**src/rtl/vga_sync_gen.sv**
```systemverilog
// VGA raster timing generator: pixel/line counters advanced by a pixel-rate enable,
// with one registered output stage carrying sync, blanking, coordinates and wrap strobes.
module vga_sync_gen #(
  parameter int unsigned H_ACTIVE = 640,
  parameter int unsigned H_FP     = 16,
  parameter int unsigned H_SYNC   = 96,
  parameter int unsigned H_BP     = 48,
  parameter int unsigned V_ACTIVE = 480,
  parameter int unsigned V_FP     = 10,
  parameter int unsigned V_SYNC   = 2,
  parameter int unsigned V_BP     = 33,
  parameter logic        SYNC_POL = 1'b0,
  parameter int unsigned CW       = 10
) (
  input  logic          clk,
  input  logic          rst_n,
  input  logic          pix_en,
  output logic          hsync,
  output logic          vsync,
  output logic          video_on,
  output logic [CW-1:0] x,
  output logic [CW-1:0] y,
  output logic          line_tick,
  output logic          frame_tick,
  output logic [15:0]   frame_cnt
);

  localparam int unsigned H_TOTAL = H_ACTIVE + H_FP + H_SYNC + H_BP;
  localparam int unsigned V_TOTAL = V_ACTIVE + V_FP + V_SYNC + V_BP;
  localparam int unsigned CW1     = CW + 1;

  localparam logic [CW-1:0] H_LAST  = CW'(H_TOTAL - 1);
  localparam logic [CW-1:0] V_LAST  = CW'(V_TOTAL - 1);
  localparam logic [CW-1:0] CNT_ONE = {{(CW-1){1'b0}}, 1'b1};

  // Bounds are one bit wider so a bound equal to 2^CW still compares correctly.
  localparam logic [CW:0] H_ACT_L = CW1'(H_ACTIVE);
  localparam logic [CW:0] V_ACT_L = CW1'(V_ACTIVE);
  localparam logic [CW:0] HS_BEG  = CW1'(H_ACTIVE + H_FP);
  localparam logic [CW:0] HS_LIM  = CW1'(H_ACTIVE + H_FP + H_SYNC);
  localparam logic [CW:0] VS_BEG  = CW1'(V_ACTIVE + V_FP);
  localparam logic [CW:0] VS_LIM  = CW1'(V_ACTIVE + V_FP + V_SYNC);

  logic [CW-1:0] h_cnt_r;
  logic [CW-1:0] v_cnt_r;
  logic          h_wrap_r;
  logic          f_wrap_r;

  logic          h_end_s;
  logic          v_end_s;
  logic          h_wrap_s;
  logic          f_wrap_s;
  logic          h_vis_s;
  logic          v_vis_s;
  logic          hs_in_s;
  logic          vs_in_s;

  // End-of-line / end-of-frame detection and raster region decode.
  always_comb begin
    h_end_s  = (h_cnt_r == H_LAST);
    v_end_s  = (v_cnt_r == V_LAST);
    h_wrap_s = pix_en && h_end_s;
    f_wrap_s = h_wrap_s && v_end_s;
    h_vis_s  = ({1'b0, h_cnt_r} < H_ACT_L);
    v_vis_s  = ({1'b0, v_cnt_r} < V_ACT_L);
    hs_in_s  = ({1'b0, h_cnt_r} >= HS_BEG) && ({1'b0, h_cnt_r} < HS_LIM);
    vs_in_s  = ({1'b0, v_cnt_r} >= VS_BEG) && ({1'b0, v_cnt_r} < VS_LIM);
  end

  // Raster position counters; the wrap flags remember that a wrap just happened
  // so the output stage can emit exactly one strobe per wrap.
  always_ff @(posedge clk or negedge rst_n) begin
    if (!rst_n) begin
      h_cnt_r  <= '0;
      v_cnt_r  <= '0;
      h_wrap_r <= 1'b0;
      f_wrap_r <= 1'b0;
    end else begin
      h_wrap_r <= h_wrap_s;
      f_wrap_r <= f_wrap_s;
      if (pix_en) begin
        if (h_end_s) begin
          h_cnt_r <= '0;
          if (v_end_s) begin
            v_cnt_r <= '0;
          end else begin
            v_cnt_r <= v_cnt_r + CNT_ONE;
          end
        end else begin
          h_cnt_r <= h_cnt_r + CNT_ONE;
        end
      end else begin
        h_cnt_r <= h_cnt_r;
        v_cnt_r <= v_cnt_r;
      end
    end
  end

  // Registered outputs: all lag the counters by one clk and stay mutually aligned.
  always_ff @(posedge clk or negedge rst_n) begin
    if (!rst_n) begin
      x          <= '0;
      y          <= '0;
      video_on   <= 1'b0;
      hsync      <= ~SYNC_POL;
      vsync      <= ~SYNC_POL;
      line_tick  <= 1'b0;
      frame_tick <= 1'b0;
      frame_cnt  <= 16'h0000;
    end else begin
      x          <= h_cnt_r;
      y          <= v_cnt_r;
      video_on   <= h_vis_s && v_vis_s;
      hsync      <= hs_in_s ? SYNC_POL : ~SYNC_POL;
      vsync      <= vs_in_s ? SYNC_POL : ~SYNC_POL;
      line_tick  <= h_wrap_r;
      frame_tick <= f_wrap_r;
      if (f_wrap_r) begin
        frame_cnt <= frame_cnt + 16'h0001;
      end else begin
        frame_cnt <= frame_cnt;
      end
    end
  end

endmodule

```
**config.mk**
```make
export PLATFORM = sky130hd
export DESIGN_NAME = vga_sync_gen
export DESIGN_NICKNAME = d
export VERILOG_FILES = /design/src/rtl/vga_sync_gen.sv
export SDC_FILE = /design/constraint.sdc
export NUM_CORES = 1
export LEC_CHECK = 0
export CORE_UTILIZATION = 47
export CTS_BUF_LIST = sky130_fd_sc_hd__clkbuf_4 sky130_fd_sc_hd__clkbuf_8 sky130_fd_sc_hd__clkbuf_16
export CTS_CLUSTER_SIZE = 12
export DETAILED_ROUTE_END_ITERATION = 8
export HOLD_SLACK_MARGIN = 0.05
export PLACE_DENSITY = 0.75
export RECOVER_POWER = 25
export SLEW_MARGIN = 20
export SYNTH_ARGS = -nofsm -noshare
export SYNTH_HDL_FRONTEND = slang
export SYNTH_SLANG_ARGS = --single-unit
```
**constraint.sdc**
```tcl
create_clock -name clk -period 1.5 [get_ports clk]
set_input_delay 0.3 -clock clk [delete_from_list [all_inputs] [get_ports clk]]
set_output_delay 0.3 -clock clk [all_outputs]
set_load 0.05 [all_outputs]
```
# Word-level counts from Yosys, hierarchy flattened
# Cells that the tools add are included.
[op_classes]
order_cmp = 6
n_eq_ne = 2
addsub = 3
muxes = 4
reduce_logical = 6
[ops]
columns = ["op", "n"]
rows = [
  ["10-bit by 1-bit adder with 10-bit output, second input constant", 2],
  ["10-bit == test, second input constant", 2],
  ["10-bit less-than comparator, second input constant", 2],
  ["10-bit by 9-bit less-than comparator with 1-bit output, second input constant", 2],
  ["10-bit 2-to-1 mux", 2],
  ["16-bit by 1-bit adder with 16-bit output, second input constant", 1],
  ["10-bit greater-or-equal comparator, second input constant", 1],
  ["10-bit by 9-bit greater-or-equal comparator with 1-bit output, second input constant", 1],
  ["1-bit logical AND", 5],
  ["1-bit 2-to-1 mux", 2],
  ["2-bit AND reduction", 1],
]
[word_totals]
output_inout_bits = 41
reg_bits = 63
elab_cells = 33
inputBits = 3

# Longest topological paths before layout
# Gate-level depths: netlist of run 1.
[depth]
ltp_word = 3
ltp_mapped = 7
ltp_nobuf = 6

# Least setup slack after synthesis of run 1
# No wires, ideal clock.
[synth_timing]
kind = "reg2reg"
start = "reg frame_cnt[0]"
end = "reg frame_cnt[14]"
required_ns = 1.359
arrival_time_ns = 1.646
synth_period_minus_slack_ns = 1.787
path_stages_with_launch = 6
setup_slack_ns = -0.287
setup_time_ns = 0.141
path_buffers = 0
path_cell_list = "dfrtp_1 -> ha_1 -> nand3_1 -> nor3_1 -> nand3_1 -> xnor2_1"
[synth_via]
elab_chain_len = 1
[synth_lines]
columns = ["item", "line_no", "text"]
rows = [
  ["start, declared", "25", "output logic [15:0] frame_cnt"],
  ["start signal, assigned", "119", "frame_cnt <= frame_cnt + 16'h0001;"],
  ["start signal, assigned", "121", "frame_cnt <= frame_cnt;"],
  ["16-bit by 1-bit adder with 16-bit output", "119", ""],
]
# No other way between the ends.
# A chain may end at the register's enable or synchronous reset.

# Worst setup path after layout of run 1
[layout_timing]
start = "reg h_cnt_r[0]"
end = "reg v_cnt_r[4]"
[layout_via]
elab_chain_len = 2
[layout_lines]
columns = ["item", "line_no", "text"]
rows = [
  ["start, declared", "44", "logic [CW-1:0] h_cnt_r;"],
  ["start signal, assigned", "90", "h_cnt_r <= h_cnt_r + CNT_ONE;"],
  ["start signal, assigned", "93", "h_cnt_r <= h_cnt_r;"],
  ["10-bit == test", "60", "h_end_s = (h_cnt_r == H_LAST);"],
  ["2-bit AND reduction (no source line)", "n/a", ""],
  ["end signal, assigned", "87", "v_cnt_r <= v_cnt_r + CNT_ONE;"],
  ["end signal, assigned", "94", "v_cnt_r <= v_cnt_r;"],
  ["end, declared", "45", "logic [CW-1:0] v_cnt_r;"],
]
# No other way between the ends.

==> results.cfg, run 1 <==
[clocking]
clk_pin_slew_ns = 0.07
cts-root-buf = clkbuf_8
cts-buffers-inserted = 9
htree_levels = 3
insertion_delay_ns = 0.34
cts_tree = yes
cts.sinks = 63
cts_buffer_depth = 2

[timing]
fmax_mhz = 607
finalSetupViolations = 10
finalCriticalPeriod_ns = 1.65
max-slew-margin-rel = 0.634
maxSlewViolCount = 0
tightest_slew_ns = 0.549
final_hold_viol_count = 0
rsz0062_at_grt = yes
min_period_over_period = 1.10
fin_ws_ns = -0.148
worst_clock_skew_ns = 0.00834

[synthesis]
syn_area_per_cell_um2 = 12.9
synth_cells = 193
ys_types = 47
synth_ff_type = dfrtp_1
yosys_warnings = 0
syn_nets = 201
ys_seq_elements = 63
synth-edff-count = 0
yosysSeqAreaShare = 0.633
netlist_area_mm2 = 0.00249
async_flop_share = 1.00

[run_status]
status = finished, violations left
violations = negative setup slack

[cells_and_area]
layout_common_cells = dfrtp_1 (52), buf_12 (42), buf_4 (25)
synthToLayoutAreaGrowth_pct = 59.9
layout.nets = 299
drive_gt1_frac = 0.419
insertedDiodeCount = 0
mostFrequentLayoutCell = dfrtp_1
utilization = 0.781

[grt]
busiest_layer = met2
grt_pass1_wl_mm = 9.20
antenna_found_initial = 0
grt_util_met3 = 0.0696
grtUsageMet1 = 0.289
track_usage = 0.231
overflow = 0
grt_max_degree = 25
grt_pass1_vias = 1882
met2_usage = 0.368

[floorplan]
die_h_um = 74.8
initial_core_util = 0.488
placementRows = 26
ios = 44
core-area_mm2 = 0.00511
die-area_mm2 = 0.00560
die_x_um = 74.8

[worst_setup_path]
cpPeakStageDelay_ns = 0.37
worstPathCellList = ha_2 -> and4bb_2 -> nand4_4 -> inv_2 -> and4_1 -> mux2_4
endpoint_kind = flip-flop
critical_path_class = reg2reg
crit_arrival_ns = 1.87
crit_path_top_delay_cell = dfrtp_1
start_kind = flip-flop
worstPathMaxFanout = 2
worstPathRequired_ns = 1.72

[drt]
drc = 0
viasPerCell = 5.04
first_pass_iters = 6
ant_nets = 0
wl_mm = 5.62
drt_iter0_markers = 73
via_count = 1846
wl_per_cell_um = 15.4

[power_and_ir_drop]
total_power_mw = 4.32
leakage_nw = 1.85
pwr_density_cell_mw_per_mm2 = 1080
irDropWorstVdd_mv = 0.951

[place]
place_hpwl_mm = 3.90
io_buffers = 43
gp_routability_congestion = 0.841

[worst_hold_path]
hold_class = reg2reg

[job]
cap_violations = 0
## layout make-up
class                           instances  area, um^2
Clock buffer                           12         159
Inverter                                7        26.3
Multi-Input combinational cell        121         932
Fill cell                             314        1120
Clock inverter                          4        45.0
Sequential cell                        63        1590
Tap cell                               70        87.6
Timing Repair Buffer                   89        1150
## worst max-delay path: cells and delay by family, from the launching register on
| family | cells | cell delay [ns] |
|---|---|---|
| DFF | 1 | 0.37 |
| and+or+nand+nor | 3 | 0.58 |
| adders and majority gates | 1 | 0.19 |
| muxes | 1 | 0.30 |
| buffers and inverters | 1 | 0.09 |
## per-stage QoR
| stage | worst slack [ns] | instances | setup TNS (ns) | area (um^2) | hold WS (ns) |
|---|---|---|---|---|---|
| floorplan | -0.186 | 193 | -0.900 | 2520 | 0.00441 |
| global placement | -0.115 | 338 | -1.17 | 3690 | 0.284 |
| detailed placement | -0.197 | 338 | -1.60 | 3690 | 0.289 |
| CTS | -0.104 | 363 | -0.480 | 3990 | 0.347 |
| global route | -0.205 | 366 | -1.74 | 3990 | 0.350 |
| finish | -0.148 | 366 | -0.611 | 3990 | 0.349 |
## synth_stat cells, types with 2 or more instances
library cell  number  area, um^2
and3_1             3        18.8
and3_2             2        15.0
and4_1             2        17.5
dfrtp_1           61        1530
dfstp_2            2        52.6
ha_1               5        62.6
inv_1              6        22.5
mux2_2             2        22.5
nand2_1           18        67.6
nand3_1            7        35.0
nand4_1            9        56.3
nor2_1            11        41.3
nor3_1             5        25.0
o21ai_0            4        20.0
o21ai_1            2        10.0
xnor2_1           16         140
xor2_1             8        70.1
## logic make-up after synthesis
logic type                 count (synthesis)  share of synthesized area
and+or+nand+nor                           72                      0.176
DFF                                       63                      0.633
xor gates and xnor gates                  24                     0.0843
AOI/OAI and AO/OA                         17                     0.0487
buffers and inverters                      9                     0.0181
adders and majority gates                  5                     0.0251
muxes                                      3                     0.0151
## power by group
group | internal [mW] | switching, mW
clock | 0.867 | 0.626
combinational | 0.406 | 0.472
sequential | 1.83 | 0.122
## worst paths after layout
kind / startpoint / end / slack, ns / depth (start not counted)
setup / recovery: h_cnt_r[0] / v_cnt_r[4] / -0.15 / 6
hold / removal: h_wrap_r / line_tick / 0.35 / 0
setup reg to reg: h_cnt_r[0] / v_cnt_r[4] / -0.15 / 6
hold reg to reg: h_wrap_r / line_tick / 0.35 / 0
max in group asynchronous: rst_n / x[1] / 0.46 / 3
min in group asynchronous: rst_n / frame_cnt[5] / 0.47 / 2
## repair_timing
action                                  in CTS  in global routing
gates resized for setup                      8                  8
endpoints found under the hold margin       16                  0
endpoints found under the setup margin      10                 14
pin swaps                                    7                 10
hold buffers                                 1                  0
buffers inserted                             8                  3
## registers in the layout, summed over array words and instances (netlist names), 10 cells and up
name / flops
frame_cnt: 16
v_cnt_r: 10
h_cnt_r: 10
y: 10
x: 10
## metal layers
layer | vias to the layer above | routed length (um)
met5 | - | 0
met4 | 0 | 119
met3 | 13 | 273
met2 | 53 | 2840
met1 | 915 | 2380
li1 | 865 | -
No activity file was read; power rests on OpenSTA's default activity.
==> inputs of run 2 (changes only) <==
==> config.mk (replaced) <==
export PLATFORM = sky130hd
export DESIGN_NAME = vga_sync_gen
export DESIGN_NICKNAME = d
export VERILOG_FILES = /design/src/rtl/vga_sync_gen.sv
export SDC_FILE = /design/constraint.sdc
export NUM_CORES = 1
export LEC_CHECK = 0
export CORE_UTILIZATION = 52
export CTS_BUF_LIST = sky130_fd_sc_hd__clkbuf_4 sky130_fd_sc_hd__clkbuf_8 sky130_fd_sc_hd__clkbuf_16
export CTS_CLUSTER_SIZE = 12
export DETAILED_ROUTE_END_ITERATION = 8
export HOLD_SLACK_MARGIN = 0.05
export PLACE_DENSITY = 0.79
export RECOVER_POWER = 25
export SYNTH_ARGS = -nofsm -noshare
export SYNTH_HDL_FRONTEND = slang
export SYNTH_SLANG_ARGS = --single-unit
==> constraint.sdc (replaced) <==
create_clock -name clk -period 1.6 [get_ports clk]
set_input_delay 0.32 -clock clk [delete_from_list [all_inputs] [get_ports clk]]
set_output_delay 0.32 -clock clk [all_outputs]
set_load 0.05 [all_outputs]
==> results.cfg, run 2 (same netlist as run 1, synthesis figures left out) <==
[grt]
grt_max_degree = 64
track_usage = 0.224
overflow = 0
grt_pass1_wl_mm = 8.51
grt_pass1_vias = 1826
antenna_found_initial = 0

[cells_and_area]
drive_gt1_frac = 0.382
largest_reg_flops = 16
layout.nets = 288
layout_common_cells = dfrtp_1 (54), buf_4 (47), nand2_1 (18)
n_fill_cell = 279
mostFrequentLayoutCell = dfrtp_1
ff_latch_area_mm2 = 0.00159
multiInputGateArea_um2 = 888
insertedDiodeCount = 0
regMostFlops = frame_cnt
synthToLayoutAreaGrowth_pct = 40.8
utilization = 0.785

[timing]
whs_ns = 0.375
finalSetupViolations = 3
rsz0062_at_grt = yes
fmax_mhz = 613
tightest_slew_ns = 0.816
max-slew-margin-rel = 0.456
fin_ws_ns = -0.0307
min_period_over_period = 1.02
final_hold_viol_count = 0
maxSlewViolCount = 0
finalCriticalPeriod_ns = 1.63
worst_clock_skew_ns = 0.00806

[floorplan]
die_x_um = 71.3
placementRows = 24
die-area_mm2 = 0.00508
initial_core_util = 0.557
core-area_mm2 = 0.00447
die_h_um = 71.3
ios = 44

[worst_setup_path]
critical_path_class = reg2reg
worstPathCellList = or3_4 -> nor4_4 -> buf_6 -> nor2_4 -> a221o_1
start_kind = flip-flop
worstPathRequired_ns = 1.82
cpPeakStageDelay_ns = 0.40
crit_path_top_delay_cell = or3_4
cp_num_buf_inv = 1
cpLargestDelayFamily = simple AND/OR/NAND/NOR gates
worstPathMaxFanout = 6
endpoint_kind = flip-flop
crit_arrival_ns = 1.85

[clocking]
cts_buffer_depth = 2
cts.sinks = 63
htree_levels = 3
clk_pin_slew_ns = 0.07
insertion_delay_ns = 0.34
cts-root-buf = clkbuf_8
cts-buffers-inserted = 9
cts_tree = yes

[worst_hold_path]
hold_class = reg2reg

[power_and_ir_drop]
leakage_nw = 1.69
irDropWorstVdd_mv = 0.789
pwr_density_cell_mw_per_mm2 = 1120

[drt]
viasPerCell = 5.31
highest-signal-layer = met4
wl_met2_mm = 2.36
first_pass_iters = 8
drt_iter0_markers = 116
wl_met1_mm = 2.24
via_count = 1791
drc = 7
wl_per_cell_um = 14.8
ant_nets = 0
routed-wl-met3_um = 295
wl_mm = 4.99

[job]
cap_violations = 0

[place]
io_buffers = 43
gp_routability_congestion = 0.855
place_hpwl_mm = 3.37

[run_status]
violations = design-rule violations, negative setup slack
status = finished, violations left
==> run 2: cell types whose count changed in the layout (fill, tap and decap cells not counted), sizes merged <==
| cell | change |
|---|---|
| clkbuf | -5 |
| buf | -6 |
| bufinv | +1 |
| clkinv | -1 |
==> run 2: routing by layer <==
layer,track usage,vias up
met3,0.0478,12
met1,0.299,860
met5,0,-
li1,-,852
met2,0.344,67
met4,0.127,0
==> run 2: per-stage QoR <==
| stage | worst slack (ns) | cells | TNS, ns | total power [mW] | instance area, um^2 |
|---|---|---|---|---|---|
| 2_1_floorplan | -0.0872 | 193 | -0.0872 | 2.18 | 2510 |
| 3_3_place_gp | -0.0380 | 313 | -0.185 | 2.43 | 3260 |
| 3_5_place_dp | -0.119 | 313 | -0.652 | 2.47 | 3260 |
| 4_1_cts | -0.0298 | 333 | -0.0345 | 4.01 | 3520 |
| 5_1_grt | -0.0890 | 337 | -0.346 | 4.09 | 3510 |
| 6_report | -0.0307 | 337 | -0.0573 | 3.95 | 3510 |
==> run 2: report_power, final <==
group          internal, mW  switching, mW  total (mW)
clock network         0.950          0.588        1.54
registers              1.71         0.0738        1.78
logic                 0.188          0.435       0.623
==> run 2: path summary, 6_finish.rpt <==
kind / start / end / slack [ns] / cells past startpoint
max in group asynchronous: rst_n / frame_cnt[2] / 0.29 / 3
min in group asynchronous: rst_n / x[7] / 0.72 / 3
max: v_cnt_r[5] / v_cnt_r[8] / -0.03 / 5
max reg2reg: v_cnt_r[5] / v_cnt_r[8] / -0.03 / 5
min reg2reg: h_wrap_r / line_tick / 0.37 / 0
min: h_wrap_r / line_tick / 0.37 / 0
==> run 2: what timing repair did <==
item                                    4_1_cts  5_1_grt
pin swaps                                     4        1
resized for setup                             2        4
hold buffers                                  1        0
buffers inserted                              3        4
endpoints found under the hold margin        61        0
endpoints found under the setup margin        8       13
==> run 2: area by class of cell <==
cell class	instances	share of cell area
Clock buffer	12	0.0435
Multi-Input combinational cell	121	0.253
Tap cell	52	0.0185
Inverter	7	0.00748
Timing Repair Buffer	78	0.205
Sequential cell	63	0.452
Clock inverter	4	0.0200
